$ cat src/rtl/xor_arb_pkg.sv
// Shared definitions for the bit-serial XOR arbiter.
//   state_t : FSM state encodings (IDLE, SHIFT, DONE)
//   clog2   : ceiling log2 used to size the requester ID and bit counter.
//             It never returns less than 1, so a degenerate range still
//             yields a legal one-bit vector.
package xor_arb_pkg;

    typedef enum logic [1:0] {
        ST_IDLE  = 2'd0,
        ST_SHIFT = 2'd1,
        ST_DONE  = 2'd2
    } state_t;

    function automatic int clog2(input int value);
        int result;
        result = 0;
        for (int i = 0; i < 31; i++) begin
            if ((1 << i) < value) begin
                result = i + 1;
            end
        end
        if (result < 1) begin
            result = 1;
        end
        return result;
    endfunction

endpackage

$ cat src/rtl/xor_gate.sv
// Single-bit XOR gate. This is the one shared bit datapath that the
// arbiter time-multiplexes between its requesters.
//   a   in  1  operand bit A
//   b   in  1  operand bit B
//   out out 1  a ^ b
module xor_gate (
    input  logic a,
    input  logic b,
    output logic out
);

    assign out = a ^ b;

endmodule

$ cat src/rtl/xor_serial_arbiter.sv
// Shares one xor_gate among NREQ requesters. A granted request has its
// operands latched and its WIDTH-bit A^B computed one bit per clock, LSB
// first; the result is returned tagged with the requester index.
//
// Ports
//   clk        in   1            rising-edge clock
//   rst_n      in   1            asynchronous active-low reset
//   req_valid  in   NREQ         per-requester operand valid
//   req_ready  out  NREQ         one-hot accept, only while idle
//   req_a      in   NREQ*WIDTH   operand A, requester i at [i*WIDTH +: WIDTH]
//   req_b      in   NREQ*WIDTH   operand B, same packing
//   rsp_valid  out  1            result valid
//   rsp_ready  in   1            consumer accepts the result
//   rsp_data   out  WIDTH        A^B of the granted request
//   rsp_id     out  IDW          index of the requester that produced rsp_data
//   busy       out  1            high while a request is shifting or waiting
//
// Handshakes: a transfer happens on the rising edge where valid and ready
// are both high. req_ready is a combinational function of req_valid while
// idle; rsp_valid stays high with data/id frozen until rsp_ready is seen.
//
// Configuration macro XOR_ARB_ROUND_ROBIN_EN:
//   defined   - round-robin grant, search starts at rr_ptr, which moves to
//               one past the winner on every accept
//   undefined - fixed priority, lowest valid index wins
module xor_serial_arbiter
    import xor_arb_pkg::*;
#(
    parameter  int NREQ  = 4,
    parameter  int WIDTH = 8,
    localparam int IDW   = clog2(NREQ)
) (
    input  logic                    clk,
    input  logic                    rst_n,
    input  logic [NREQ-1:0]         req_valid,
    output logic [NREQ-1:0]         req_ready,
    input  logic [NREQ*WIDTH-1:0]   req_a,
    input  logic [NREQ*WIDTH-1:0]   req_b,
    output logic                    rsp_valid,
    input  logic                    rsp_ready,
    output logic [WIDTH-1:0]        rsp_data,
    output logic [IDW-1:0]          rsp_id,
    output logic                    busy
);

    // Counter holds 0..WIDTH so it can count the full operand width.
    localparam int CNTW = clog2(WIDTH + 1);

    state_t             state;
    logic [CNTW-1:0]    cnt;
    logic [WIDTH-1:0]   a_sr;
    logic [WIDTH-1:0]   b_sr;
    logic [WIDTH-1:0]   res_sr;
    logic [WIDTH-1:0]   res_next;
    logic [IDW-1:0]     grant;
    logic               any_valid;
    logic               gate_bit;

`ifdef XOR_ARB_ROUND_ROBIN_EN
    logic [IDW-1:0]     rr_ptr;

    // First valid index at or after start, wrapping around.
    function automatic logic [IDW-1:0] pick_grant(
        input logic [NREQ-1:0] valid,
        input logic [IDW-1:0]  start
    );
        logic [IDW-1:0] g;
        logic           found;
        int             idx;
        g     = '0;
        found = 1'b0;
        for (int k = 0; k < NREQ; k++) begin
            idx = (int'(start) + k) % NREQ;
            if (!found && valid[idx]) begin
                g     = IDW'(idx);
                found = 1'b1;
            end
        end
        return g;
    endfunction

    assign grant = pick_grant(req_valid, rr_ptr);
`else
    // Lowest valid index wins; scanning downwards leaves the lowest last.
    function automatic logic [IDW-1:0] pick_grant(
        input logic [NREQ-1:0] valid
    );
        logic [IDW-1:0] g;
        g = '0;
        for (int k = NREQ - 1; k >= 0; k--) begin
            if (valid[k]) begin
                g = IDW'(k);
            end
        end
        return g;
    endfunction

    assign grant = pick_grant(req_valid);
`endif

    assign any_valid = |req_valid;

    // Grant is offered only while idle and out of reset, so nothing is
    // advertised as accepted while the block is held in reset.
    always_comb begin
        req_ready = '0;
        if (rst_n && state == ST_IDLE && any_valid) begin
            req_ready[grant] = 1'b1;
        end
    end

    xor_gate u_gate (
        .a   (a_sr[0]),
        .b   (b_sr[0]),
        .out (gate_bit)
    );

    // Result fills from the MSB end so that after WIDTH shifts the first
    // (LSB) result bit has arrived at bit 0. Written this way so WIDTH=1
    // needs no special slice.
    always_comb begin
        res_next            = res_sr >> 1;
        res_next[WIDTH-1]   = gate_bit;
    end

    assign rsp_data = res_sr;

    always_ff @(posedge clk or negedge rst_n) begin
        if (!rst_n) begin
            state     <= ST_IDLE;
            cnt       <= '0;
            a_sr      <= '0;
            b_sr      <= '0;
            res_sr    <= '0;
            rsp_id    <= '0;
            rsp_valid <= 1'b0;
            busy      <= 1'b0;
`ifdef XOR_ARB_ROUND_ROBIN_EN
            rr_ptr    <= '0;
`endif
        end else begin
            case (state)
                ST_IDLE: begin
                    if (any_valid) begin
                        a_sr   <= req_a[int'(grant) * WIDTH +: WIDTH];
                        b_sr   <= req_b[int'(grant) * WIDTH +: WIDTH];
                        rsp_id <= grant;
                        cnt    <= '0;
                        busy   <= 1'b1;
                        state  <= ST_SHIFT;
`ifdef XOR_ARB_ROUND_ROBIN_EN
                        rr_ptr <= (int'(grant) == NREQ - 1) ? '0 : grant + 1'b1;
`endif
                    end
                end
                ST_SHIFT: begin
                    res_sr <= res_next;
                    a_sr   <= a_sr >> 1;
                    b_sr   <= b_sr >> 1;
                    cnt    <= cnt + 1'b1;
                    if (cnt == CNTW'(WIDTH - 1)) begin
                        state     <= ST_DONE;
                        rsp_valid <= 1'b1;
                    end
                end
                ST_DONE: begin
                    if (rsp_ready) begin
                        state     <= ST_IDLE;
                        rsp_valid <= 1'b0;
                        busy      <= 1'b0;
                    end
                end
                default: begin
                    state     <= ST_IDLE;
                    rsp_valid <= 1'b0;
                    busy      <= 1'b0;
                end
            endcase
        end
    end

endmodule
$ cat config.mk
export PLATFORM = sky130hd
export DESIGN_NAME = xor_serial_arbiter
export DESIGN_NICKNAME = d
export VERILOG_FILES = /design/src/rtl/xor_arb_pkg.sv /design/src/rtl/xor_gate.sv /design/src/rtl/xor_serial_arbiter.sv
export SDC_FILE = /design/constraint.sdc
export NUM_CORES = 1
export LEC_CHECK = 0
export ABC_CLOCK_PERIOD_IN_PS = 1500
export CELL_PAD_IN_SITES_DETAIL_PLACEMENT = 2
export CELL_PAD_IN_SITES_GLOBAL_PLACEMENT = 2
export CORE_UTILIZATION = 23
export CTS_BUF_LIST = sky130_fd_sc_hd__clkbuf_4
export DETAILED_ROUTE_END_ITERATION = 8
export PLACE_DENSITY = 0.81
export SETUP_SLACK_MARGIN = 0.2
export SYNTH_ARGS = -nofsm -noshare
export SYNTH_HDL_FRONTEND = slang
export SYNTH_SLANG_ARGS = --single-unit
$ cat constraint.sdc
create_clock -name clk -period 1.5 [get_ports clk]
set_input_delay 0.15 -clock clk [delete_from_list [all_inputs] [get_ports clk]]
set_output_delay 0.15 -clock clk [all_outputs]
set_load 0.05 [all_outputs]
==> results.json <==
{
  "status": "finished, violations left",
  "failed_checks": "setup timing",
  "synth.net_count": 278,
  "clock_sinks": 34,
  "antenna_cells": 0,
  "htree_levels": 2,
  "antenna_found_initial": 0,
  "syn_area_sq_um": 2021,
  "clock_path_buffers": 2,
  "p_leak_nw": 1.487,
  "reg2reg_depth": 6,
  "ys_types": 36,
  "period_needed_ns": 1.653,
  "fin_ws_ns": -0.1531,
  "arrival_ns": 1.50,
  "synth-edff-count": 0,
  "num_rows": 33,
  "die_y_um": 95.73,
  "nets": 400,
  "ys_ff_latch": 34,
  "ys.warnings.count": 0,
  "synth_cells": 206,
  "die_w_um": 95.73,
  "drc": 0,
  "grt_start_max_net_pins": 18,
  "vias": 2216,
  "min_path_type": "input pin to flip-flop",
  "cellPowerDensity_nw_per_um2": 1560,
  "fp.coreArea_sq_um": 8341,
  "place_area_sq_um": 3249,
  "vias_per_cell": 5.106,
  "root_buffer": "clkbuf_4",
  "p_comb_share_pct": 60.2,
  "finalSetupViolations": 16,
  "clkPwrFrac_pct": 9.7,
  "finalHoldViolCount": 0,
  "swShare_pct": 45.22,
  "max_freq_ghz": 0.6049,
  "whs_path_depth": 2,
  "grt_pass1_wl_um": 13150,
  "power_switching_mw": 2.493,
  "final.period_utilization_pct": 110.2,
  "routed_wl_um": 8638,
  "synthArstFlopShare_pct": 100.0,
  "globalplace.congestion": 0.7378,
  "vdd_drop_max_mv": 0.3866,
  "crit_cells": 5,
  "crit_path_start_kind": "flip-flop",
  "grt_pass1_vias": 2497,
  "dr.pass1.iters": 4,
  "place_inst": 412,
  "clk-insertion-delay-late_ns": 0.35,
  "path_delay_family": "flip-flops",
  "finalMaxSlewViolations": 0,
  "drtAntennaViolNets": 0,
  "worstPathRequired_ns": 1.35,
  "cap_violations": 0,
  "skew_ns": 0.02342,
  "drt-wirelength-per-cell_um": 19.90,
  "seq_area_frac_synth_pct": 42.11,
  "finalNonFillerCells": 434,
  "worst-setup-path-type": "flip-flop to output port",
  "whs_ns": 0.3862,
  "grt_setup_unrepaired": "true",
  "clk_pin_slew_ns": 0.13,
  "post-place-ws_ns": -0.5364,
  "io_buffers": 86,
  "hpwl_um": 5635,
  "internal-power_mw": 3.020,
  "synth_ff_type": "dfrtp_1",
  "path_buf_inv": 3,
  "syn_area_per_cell_sq_um": 9.809,
  "crit_top_cell": "buf_12",
  "relSlewSlack_pct": 66.83,
  "n_fill_cell": 917,
  "grt_overflow": 0,
  "utilization_pct": 42.38,
  "cts-buffers-inserted": 5,
  "crit_slowest_cell": "dfrtp_1",
  "worstPathCellList": "buf_12 -> nor2_4 -> buf_6 -> and3_4 -> buf_12",
  "num_io_pins": 87,
  "drive_above_1_share_pct": 34.95,
  "tightest_slew_ns": 0.4958,
  "grt_usage_pct": 19.58,
  "max_stage_delay_ns": 0.44,
  "area_growth_pct": 74.92,
  "fin_area_sq_um": 3535,
  "power_frac_seq_pct": 30.1,
  "cts_tree": "yes",
  "cp_max_fo": 6,
  "cp-end-kind": "output port",
  "drt_iter0_drc": 56,
  "die_area_sq_um": 9164,
  "start_util_pct": 24.23
}
## path summary, 6_finish.rpt
check	start	end	slack [ns]
setup / recovery	state[1]	req_ready[0]	-0.15
min in group asynchronous	rst_n	a_sr[2]	0.41
setup reg to reg	state[0]	a_sr[1]	-0.11
hold reg to reg	b_sr[2]	b_sr[2]	0.49
hold / removal	rsp_ready	state[1]	0.39
max in group asynchronous	rst_n	state[0]	0.56
## kinds of logic after synthesis
kind of cell | share of synthesized area [%]
AO/OA/AOI/OAI | 32.20
XOR/XNOR | 0.4335
buffers and inverters | 6.625
flip-flops | 42.11
AND/OR/NAND/NOR | 18.02
adder cells (fa/ha/maj) | 0.6191
## repair_timing
item,4_1_cts,5_1_grt
pin swaps,4,5
endpoints found under the setup margin,34,37
hold buffers,2,0
buffers inserted,8,4
hold endpoints to repair,14,0
resized for setup,19,16
## Yosys cell counts, types with 2 or more instances
master | n | area [sq um]
a21oi_1 | 18 | 90.09
a221o_1 | 14 | 140.1
a221oi_1 | 6 | 52.55
a221oi_2 | 10 | 150.1
and3_1 | 4 | 25.02
buf_2 | 4 | 20.02
buf_4 | 4 | 30.03
buf_6 | 6 | 67.56
dfrtp_1 | 34 | 850.8
inv_1 | 2 | 7.510
nand2_1 | 47 | 176.4
nand2b_1 | 2 | 12.51
nand3_1 | 2 | 10.01
nand3b_1 | 2 | 15.01
nor2_1 | 5 | 18.77
o21a_1 | 2 | 15.01
o21ai_0 | 11 | 55.05
o21ai_1 | 7 | 35.03
o21ai_2 | 9 | 78.83
## layout by cell type, fill, tap and decap left out, types with 2 or more instances in the layout
cell,count
nand3_2,2
buf_6,7
o21a_1,2
inv_1,2
a221o_1,14
clkbuf_4,6
a21oi_1,17
a221oi_2,15
nand2_1,46
dfrtp_1,32
buf_4,39
dlygate4sd3_1,2
dfrtp_2,2
nor2_1,3
buf_12,12
dlygate4sd2_1,4
clkdlybuf4s50_1,65
o21ai_0,8
nor2_4,2
o21ai_1,7
nand3b_1,2
and3_4,4
o21ai_2,12
## power by group through the flow
stage / sequential, mW / clock, mW / combinational (mW)
final: 1.66 / 0.534 / 3.32
after global routing: 1.72 / 0.603 / 3.59
after CTS: 1.63 / 0.554 / 3.14
after detailed placement: 1.64 / 0 / 2.97
after global placement: 1.62 / 0 / 2.85
after floorplan: 2.08 / 0 / 1.40
## cell type report
class                      count  area, sq um  share of cell area [%]
sequential                    34        853.3                   24.14
inverter                       2        7.507                  0.2124
clock buffer                   6        45.04                   1.274
tap                          105        131.4                   3.717
clock inverter                 2        8.758                  0.2478
timing repair buffer         131         1338                   37.84
multi-input combinational    154         1151                   32.57
## registers in the layout, indices dropped and copies added, names as in the netlist
name / count
rsp_valid: 1
state: 2
busy: 1
b_sr: 8
cnt: 4
a_sr: 8
rsp_id: 2
rsp_data: 8
## metal layers
| layer | share of wire (%) | vias up | track usage, % |
|---|---|---|---|
| met3 | 4.0 | 16 | 3.633 |
| met1 | 40 | 1095 | 22.65 |
| met2 | 53 | 84 | 35.42 |
| li1 | - | 1021 | - |
| met5 | 0 | - | 0 |
| met4 | 2.9 | 0 | 7.836 |
## per-stage QoR
| step | TNS, ns | total power, mW |
|---|---|---|
| 2_1_floorplan | 0 | 3.485 |
| 3_3_place_gp | -7.895 | 4.473 |
| 3_5_place_dp | -8.959 | 4.617 |
| 4_1_cts | -0.9928 | 5.319 |
| 5_1_grt | -2.282 | 5.914 |
| 6_report | -1.213 | 5.513 |
(Power assumes the default switching activity.)
